[src/rtl/alu_seq.sv]
// alu_seq: registered ALU with valid/ready handshake, carry chaining and multi-cycle SHLN.
// Define ALU_MUL_EN to add cmd 10 as an iterative unsigned shift-add multiply.
module alu_seq #(
    parameter int W     = 8,
    parameter int CMD_W = 4,
    parameter int CNT_W = $clog2(W)
) (
    input  logic             clk,
    input  logic             rst_n,
    input  logic             in_valid,
    output logic             in_ready,
    input  logic [CMD_W-1:0] alu_cmd,
    input  logic [W-1:0]     inA,
    input  logic [W-1:0]     inB,
    input  logic             sc_i,
    input  logic             use_sc,
    output logic             out_valid,
    output logic [W-1:0]     rslt,
    output logic             sc_o,
    output logic             pari,
    output logic             zero,
    output logic             err
);
    localparam int CW = CNT_W + 1;
    typedef enum logic {IDLE, BUSY} state_t;
    state_t state, state_nxt;
    logic [W-1:0] acc, s_r, b_r, w_r;
    logic [CW-1:0] cnt;
    logic [CNT_W-1:0] n;
    logic [W:0] sum, dif;
    logic accept, cin, last, shln, mul, multi, done, s_c, s_e, b_c, w_c;
`ifdef ALU_MUL_EN
    logic is_mul;
    logic [2*W-1:0] mcand, prod, prod_nxt;
`endif

    assign n      = inB[CNT_W-1:0];
    assign cin    = use_sc ? sc_o : sc_i;
    assign accept = in_valid & in_ready;
    assign last   = cnt == CW'(1);
    assign shln   = alu_cmd == CMD_W'(9) && n != '0;
`ifdef ALU_MUL_EN
    assign mul    = alu_cmd == CMD_W'(10);
`else
    assign mul    = 1'b0;
`endif
    assign multi  = accept & (shln | mul);

    always_ff @(posedge clk or negedge rst_n)
        if (!rst_n) state <= IDLE;
        else        state <= state_nxt;

    always_comb
        state_nxt = state == IDLE ? (multi ? BUSY : IDLE) : (last ? IDLE : BUSY);

    // in IDLE in_ready is 1, so in_valid alone stands for accept here
    always_comb begin
        in_ready = state == IDLE;
        done     = state == BUSY ? last : in_valid & ~(shln | mul);
    end

    always_comb begin
        sum = {1'b0, inA} + {1'b0, inB} + (W+1)'(cin);
        dif = {1'b0, inA} + {1'b0, ~inB} + (W+1)'(cin);
        s_r = '0;
        s_c = 1'b0;
        s_e = 1'b0;
        case (alu_cmd)
            CMD_W'(0): {s_c, s_r} = sum;
            CMD_W'(1): {s_c, s_r} = dif;
            CMD_W'(2): {s_c, s_r} = {inA, cin};
            CMD_W'(3): {s_r, s_c} = {inA[W-1], inA};
            CMD_W'(4): {s_r, s_c} = {cin, inA};
            CMD_W'(5): s_r = ~inA;
            CMD_W'(6): s_r = inA & inB;
            CMD_W'(7): s_r = inA ^ inB;
            CMD_W'(8): s_r = inA;
            CMD_W'(9): s_r = inA;
            default:   s_e = 1'b1;
        endcase
    end

    // final BUSY edge writes the last shift (or last partial product) straight into rslt
`ifdef ALU_MUL_EN
    assign prod_nxt = prod + (acc[0] ? mcand : '0);
    assign b_r = is_mul ? prod_nxt[W-1:0] : {acc[W-2:0], 1'b0};
    assign b_c = is_mul ? |prod_nxt[2*W-1:W] : acc[W-1];
`else
    assign b_r = {acc[W-2:0], 1'b0};
    assign b_c = acc[W-1];
`endif
    assign w_r = state == BUSY ? b_r : s_r;
    assign w_c = state == BUSY ? b_c : s_c;

    always_ff @(posedge clk or negedge rst_n)
        if (!rst_n) begin
            acc       <= '0;
            cnt       <= '0;
            out_valid <= 1'b0;
            rslt      <= '0;
            sc_o      <= 1'b0;
            pari      <= 1'b0;
            zero      <= 1'b1;
            err       <= 1'b0;
`ifdef ALU_MUL_EN
            is_mul    <= 1'b0;
            mcand     <= '0;
            prod      <= '0;
`endif
        end else begin
            out_valid <= done;
            if (multi) begin
                acc <= mul ? inB : inA;
                cnt <= mul ? CW'(W) : CW'(n);
`ifdef ALU_MUL_EN
                is_mul <= mul;
                mcand  <= {{W{1'b0}}, inA};
                prod   <= '0;
`endif
            end else if (state == BUSY) begin
                cnt <= cnt - 1'b1;
`ifdef ALU_MUL_EN
                acc   <= is_mul ? acc >> 1 : acc << 1;
                mcand <= mcand << 1;
                prod  <= prod_nxt;
`else
                acc   <= acc << 1;
`endif
            end
            if (done) begin
                rslt <= w_r;
                sc_o <= w_c;
                pari <= ^w_r;
                zero <= w_r == '0;
                err  <= state == IDLE && s_e;
            end
        end
endmodule

[config.mk]
export PLATFORM = sky130hd
export DESIGN_NAME = alu_seq
export DESIGN_NICKNAME = d
export VERILOG_FILES = /design/src/rtl/alu_seq.sv
export SDC_FILE = /design/constraint.sdc
export NUM_CORES = 1
export LEC_CHECK = 0
export ABC_AREA = 1
export BUFFER_PORTS_ARGS = -buffer_cell sky130_fd_sc_hd__buf_2
export CAP_MARGIN = 20
export CORE_MARGIN = 3
export CORE_UTILIZATION = 45
export DETAILED_ROUTE_END_ITERATION = 10
export PLACE_DENSITY_LB_ADDON = 0.08
export SLEW_MARGIN = 40
export SYNTH_ARGS = -nofsm -noshare
export SYNTH_HDL_FRONTEND = slang
export SYNTH_SLANG_ARGS = --single-unit
[constraint.sdc]
create_clock -name clk -period 2.55 [get_ports clk]
set_input_delay 0.3825 -clock clk [delete_from_list [all_inputs] [get_ports clk]]
set_output_delay 0.3825 -clock clk [all_outputs]
set_load 0.02 [all_outputs]
==> results.md <==
Die:
- The number of cell rows is 27.
- The area of the die is between 0.006 and 0.007 mm^2.
- The area of the core region is around 0.0056 mm^2.
- The number of placed I/O pins is 39.
- The overall die width is ~83 um.
- The overall die height is between 80 and 90 um.
- The initial utilization of the core area, before any placement, comes to between 40% and 50%.

Synth:
- The flop and latch count out of synthesis is 26.
- The share of the synthesized area in the top cell type is between 20% and 30%.
- The commonest cells after synthesis are sky130_fd_sc_hd__nand2_1, sky130_fd_sc_hd__inv_1, sky130_fd_sc_hd__nand3_1.
- Yosys mapped a number of flops with a built-in enable equal to 0.
- The average cell area after synthesis is 6.36 um^2.
- The share of flip-flops with an asynchronous set or reset after synthesis is between 90% and 100%.
- In this run the cell area of the synthesized design comes to between 0.002 and 0.003 mm^2.
- The most area-hungry cell type in the Yosys netlist is sky130_fd_sc_hd__dfrtp_1.
- The most used flip-flop cell after synthesis is sky130_fd_sc_hd__dfrtp_1.
- Sequential cells were found to cover between 20% and 30% of the synthesized design area.
- The count of warnings emitted by yosys is 0.
- By area the synthesized netlist is led by sky130_fd_sc_hd__dfrtp_1, sky130_fd_sc_hd__nand2_1, sky130_fd_sc_hd__ha_1.
- Counting every net in the synthesized netlist gives approximately 470.
- Yosys instantiated no cell more often than sky130_fd_sc_hd__nand2_1.
- In this run, distinct cell masters in the synthesized netlist total 31.
- The cell count after synthesis is between 400 and 500.

Setup path:
- For this run, the slowest stage of the critical path takes between 0.4 and 0.5 ns.
- In this run the worst path has a maximum fanout of 4.
- The cell with the most instances on the worst path is sky130_fd_sc_hd__inv_2.
- STA classifies the critical path endpoint as a register.
- The critical path goes through inv_2 -> nand2_4 -> nand2_4 -> fa_2 -> inv_2 -> fa_2 -> or2_4 -> nand3_2 -> o21ai_1 -> nor2_1 -> nand3_1 -> nand2_1 -> nand2_2 -> inv_2 -> ha_4 -> xnor2_2 -> xnor2_1 -> o21ai_1.
- STA classifies the critical path startpoint as a register.
- The slowest cell on the critical path is sky130_fd_sc_hd__dfrtp_2.
- The total buffers and inverters traversed by the critical path is 3.
- The category of cells accounting for the largest share of critical-path delay is adder cells.
- The critical path data required time is between 2 and 3 ns.
- The worst setup path is of the register to register kind.
- The data arrival time of the worst path is approximately 2.9 ns.

Pwr:
- The total power density per cell area is between 600 and 700 mW/mm^2.
- The net switching power is 0.00102 W.
- The internal portion of the total power is 0.00135 W.
- For this design the static power due to leakage is 1.88 nW.
- The maximum ir drop on the vdd rail is 0.491 mV.
- The combinational share of power is between 60% and 70%.
- The share of power burned in registers is 29.1%.
- Overall power consumption after layout is estimated at between 0.002 and 0.0025 W.
- Of the total power, the share spent switching nets is between 40 and 50%.
- The clock network fraction of design power is 10.0%.

Clock network:
- The number of H-tree levels is 1.
- Hold repair after CTS inserted 0 buffers.
- After clock tree synthesis, the clock-pin slew on the worst setup and hold paths is around 0.090 ns.
- The clock passes through at most 2 buffers.
- The number of clock sinks is 26.
- The TritonCTS clock tree is done.
- The number of clock buffers added by TritonCTS is 3.
- The root buffer cell is sky130_fd_sc_hd__clkbuf_8.
- The worst-skew pair later-pin latency is around 0.27 ns.

Timing:
- Setup repair after global routing could not meet its margin everywhere.
- The hold violation count in the final report is 0.
- The smallest clock period supported by the final layout is computed as 2.73 ns.
- After layout, the worst path uses 107% of the clock period.
- Setup violations remaining at the end of the flow were counted as 1.
- The number of max-slew violations in the final report is 0.
- The upper clock frequency limit is 0.366 GHz.
- Setup slack on the critical path of the routed design comes to -0.181 ns.
- The remaining max-slew budget at the tightest pin is between 60% and 70%.
- For the final database, setup skew stands at between 0.009 and 0.01 ns.
- Summed over all failing endpoints, the final setup total negative slack is -0.181 ns.
- For the pin with the worst max-slew slack, the measured transition is ~0.57 ns.

Global route:
- The pin count of the biggest net entering global routing is 27.
- The initial antenna violation count is 0.
- For this run the aggregate overflow at the end of global routing stands at 0.
- In the global route stage, overall resource usage came out at roughly a quarter.
- The first global-routing pass estimated ~13 mm of wire.
- The number of global-route vias before repair is about 2800.

Detailed routing:
- The vias per cell is 5.20.
- For this run, design rule violations remaining after detail routing come to 0.
- The detail route stage leaves a number of antenna-violating nets equal to 0.
- The vias after detailed routing is slightly below 3000.
- The detailed-route wire length is 7.60 mm.
- After the first detailed-routing iteration, the DRC count stood at roughly 160.
- The iteration count of the initial detailed-routing pass is 4.
- Dividing the detail-routed wire length by the instance count gives around 13 um.

Placed design:
- The weighted congestion reported at the end of routability-driven placement is 0.934.
- The quantity of I/O buffers inserted on ports is 38.
- The number of placed instances, taps included, is approximately 560.
- The area after detailed placement is about 0.0032 mm^2.
- The total half-perimeter wirelength after legalization and detailed placement is approximately 6.0 mm.

Run:
- The max capacitance violation total is 0.

Layout:
- The net count of the finished layout is between 500 and 600.
- 0 antenna diodes ended up in the layout.
- The utilization after layout is roughly 61%.
- The fraction of final layout cells sized beyond drive strength 1 is 25.7%.
- The area of all placed cells without fillers is 0.00342 mm^2.
- The layout overhead on the synthesized area is 29.4%.
- The post-layout instance count excluding filler cells is 566.

Min path:
- The classification of the worst-slack hold path is input pin to asynchronous set/reset pin.

Run status:
- The checks that failed: setup timing.
- The run finished, with violations left.
timing repair:
item / CTS / global route
pin swaps: 7 / 14
gates resized for setup: 8 / 19
buffers inserted: 5 / 2
endpoints found under the setup margin: 2 / 3
gates cloned: 0 / 0
cell type report:
type                    instances  area [um^2]
clock buffers                   4         45.0
fillers                       535         2190
inverters                      68          255
multi-input cells             309         1800
flip-flops and latches         26          653
well taps                      72         90.1
repair buffers                 87          569
sequential cells by signal (all words and copies together) (netlist names):
name and cells:
acc 8, rslt 8, cnt 4, err 1
out_valid 1, pari 1, sc_o 1, state 1
zero 1
power groups by stage:
stage	Combinational, W	Sequential [W]	Clock, W
after detailed placement	0.00125	0.000699	0
after CTS	0.00132	0.000691	0.000242
after global placement	0.00123	0.000693	0
final	0.00144	0.000691	0.000239
after floorplan	0.000705	0.000812	0
after global routing	0.00162	0.000718	0.000259
through the flow:
step           worst slack, ns  hold WS, ns
6_report                -0.181       0.0932
5_1_grt                 -0.343        0.136
3_3_place_gp            -0.420        0.419
3_5_place_dp            -0.459        0.421
2_1_floorplan           -0.146       0.0869
4_1_cts                 -0.214        0.124
cells in the final DEF, fill, tap and decap left out, types with 5 or more instances in the layout:
cell type                  instances
sky130_fd_sc_hd__buf_4            46
sky130_fd_sc_hd__nor2_1           29
sky130_fd_sc_hd__o211ai_1         11
sky130_fd_sc_hd__inv_2            10
sky130_fd_sc_hd__nand3_1          42
sky130_fd_sc_hd__a21oi_1          14
sky130_fd_sc_hd__inv_1            58
sky130_fd_sc_hd__buf_2            38
sky130_fd_sc_hd__o21ai_0          12
sky130_fd_sc_hd__dfrtp_1          24
sky130_fd_sc_hd__ha_1             18
sky130_fd_sc_hd__nand4_1          12
sky130_fd_sc_hd__nand2_1         122
sky130_fd_sc_hd__nand3_2           5
per-layer routing:
layer	GRT usage [%]	up-vias	part of all wire, %
li1	-	1497	-
met1	30.1	1335	45
met2	41.7	92	49
met3	1.41	20	4.1
met4	9.48	0	2.5
met5	0	-	0
path summary, 6_finish.rpt:
check                                          from                   to  slack (ns)  depth (start not counted)
max in group asynchronous                     rst_n     sc_o$_DFFE_PN0P_        2.03                          1
min in group clk                             inB[1]   cnt[1]$_DFFE_PN0P_        0.45                          4
worst min register to register  rslt[6]$_DFFE_PN0P_  rslt[6]$_DFFE_PN0P_        0.47                          2
worst max-delay path               sc_o$_DFFE_PN0P_     pari$_DFFE_PN0P_       -0.18                         18
worst max register to register     sc_o$_DFFE_PN0P_     pari$_DFFE_PN0P_       -0.18                         18
worst min-delay path                          rst_n   cnt[2]$_DFFE_PN0P_        0.09                          1
worst register-to-register path: stages, from the launching register on:
cell	delay, ns
sky130_fd_sc_hd__dfrtp_2	0.42
sky130_fd_sc_hd__inv_2	0.07
sky130_fd_sc_hd__nand2_4	0.05
sky130_fd_sc_hd__nand2_4	0.09
sky130_fd_sc_hd__fa_2	0.20
sky130_fd_sc_hd__inv_2	0.05
sky130_fd_sc_hd__fa_2	0.41
sky130_fd_sc_hd__or2_4	0.24
sky130_fd_sc_hd__nand3_2	0.05
sky130_fd_sc_hd__o21ai_1	0.06
sky130_fd_sc_hd__nor2_1	0.10
sky130_fd_sc_hd__nand3_1	0.09
sky130_fd_sc_hd__nand2_1	0.09
sky130_fd_sc_hd__nand2_2	0.07
sky130_fd_sc_hd__inv_2	0.07
sky130_fd_sc_hd__ha_4	0.20
sky130_fd_sc_hd__xnor2_2	0.15
sky130_fd_sc_hd__xnor2_1	0.14
sky130_fd_sc_hd__o21ai_1	0.07
logic make-up (layout without fill, tap and decap cells):
| kind of cell | count (synthesis) | after routing | share of synthesized area (%) |
|---|---|---|---|
| xor gates and xnor gates | 5 | 5 | 1.66 |
| AOI/OAI and AO/OA | 53 | 53 | 12.1 |
| buffers and inverters | 80 | 159 | 11.9 |
| and+or+nand+nor | 225 | 225 | 36.2 |
| DFF | 26 | 26 | 24.7 |
| adders and majority gates | 26 | 26 | 13.5 |
(Power assumes the default switching activity.)
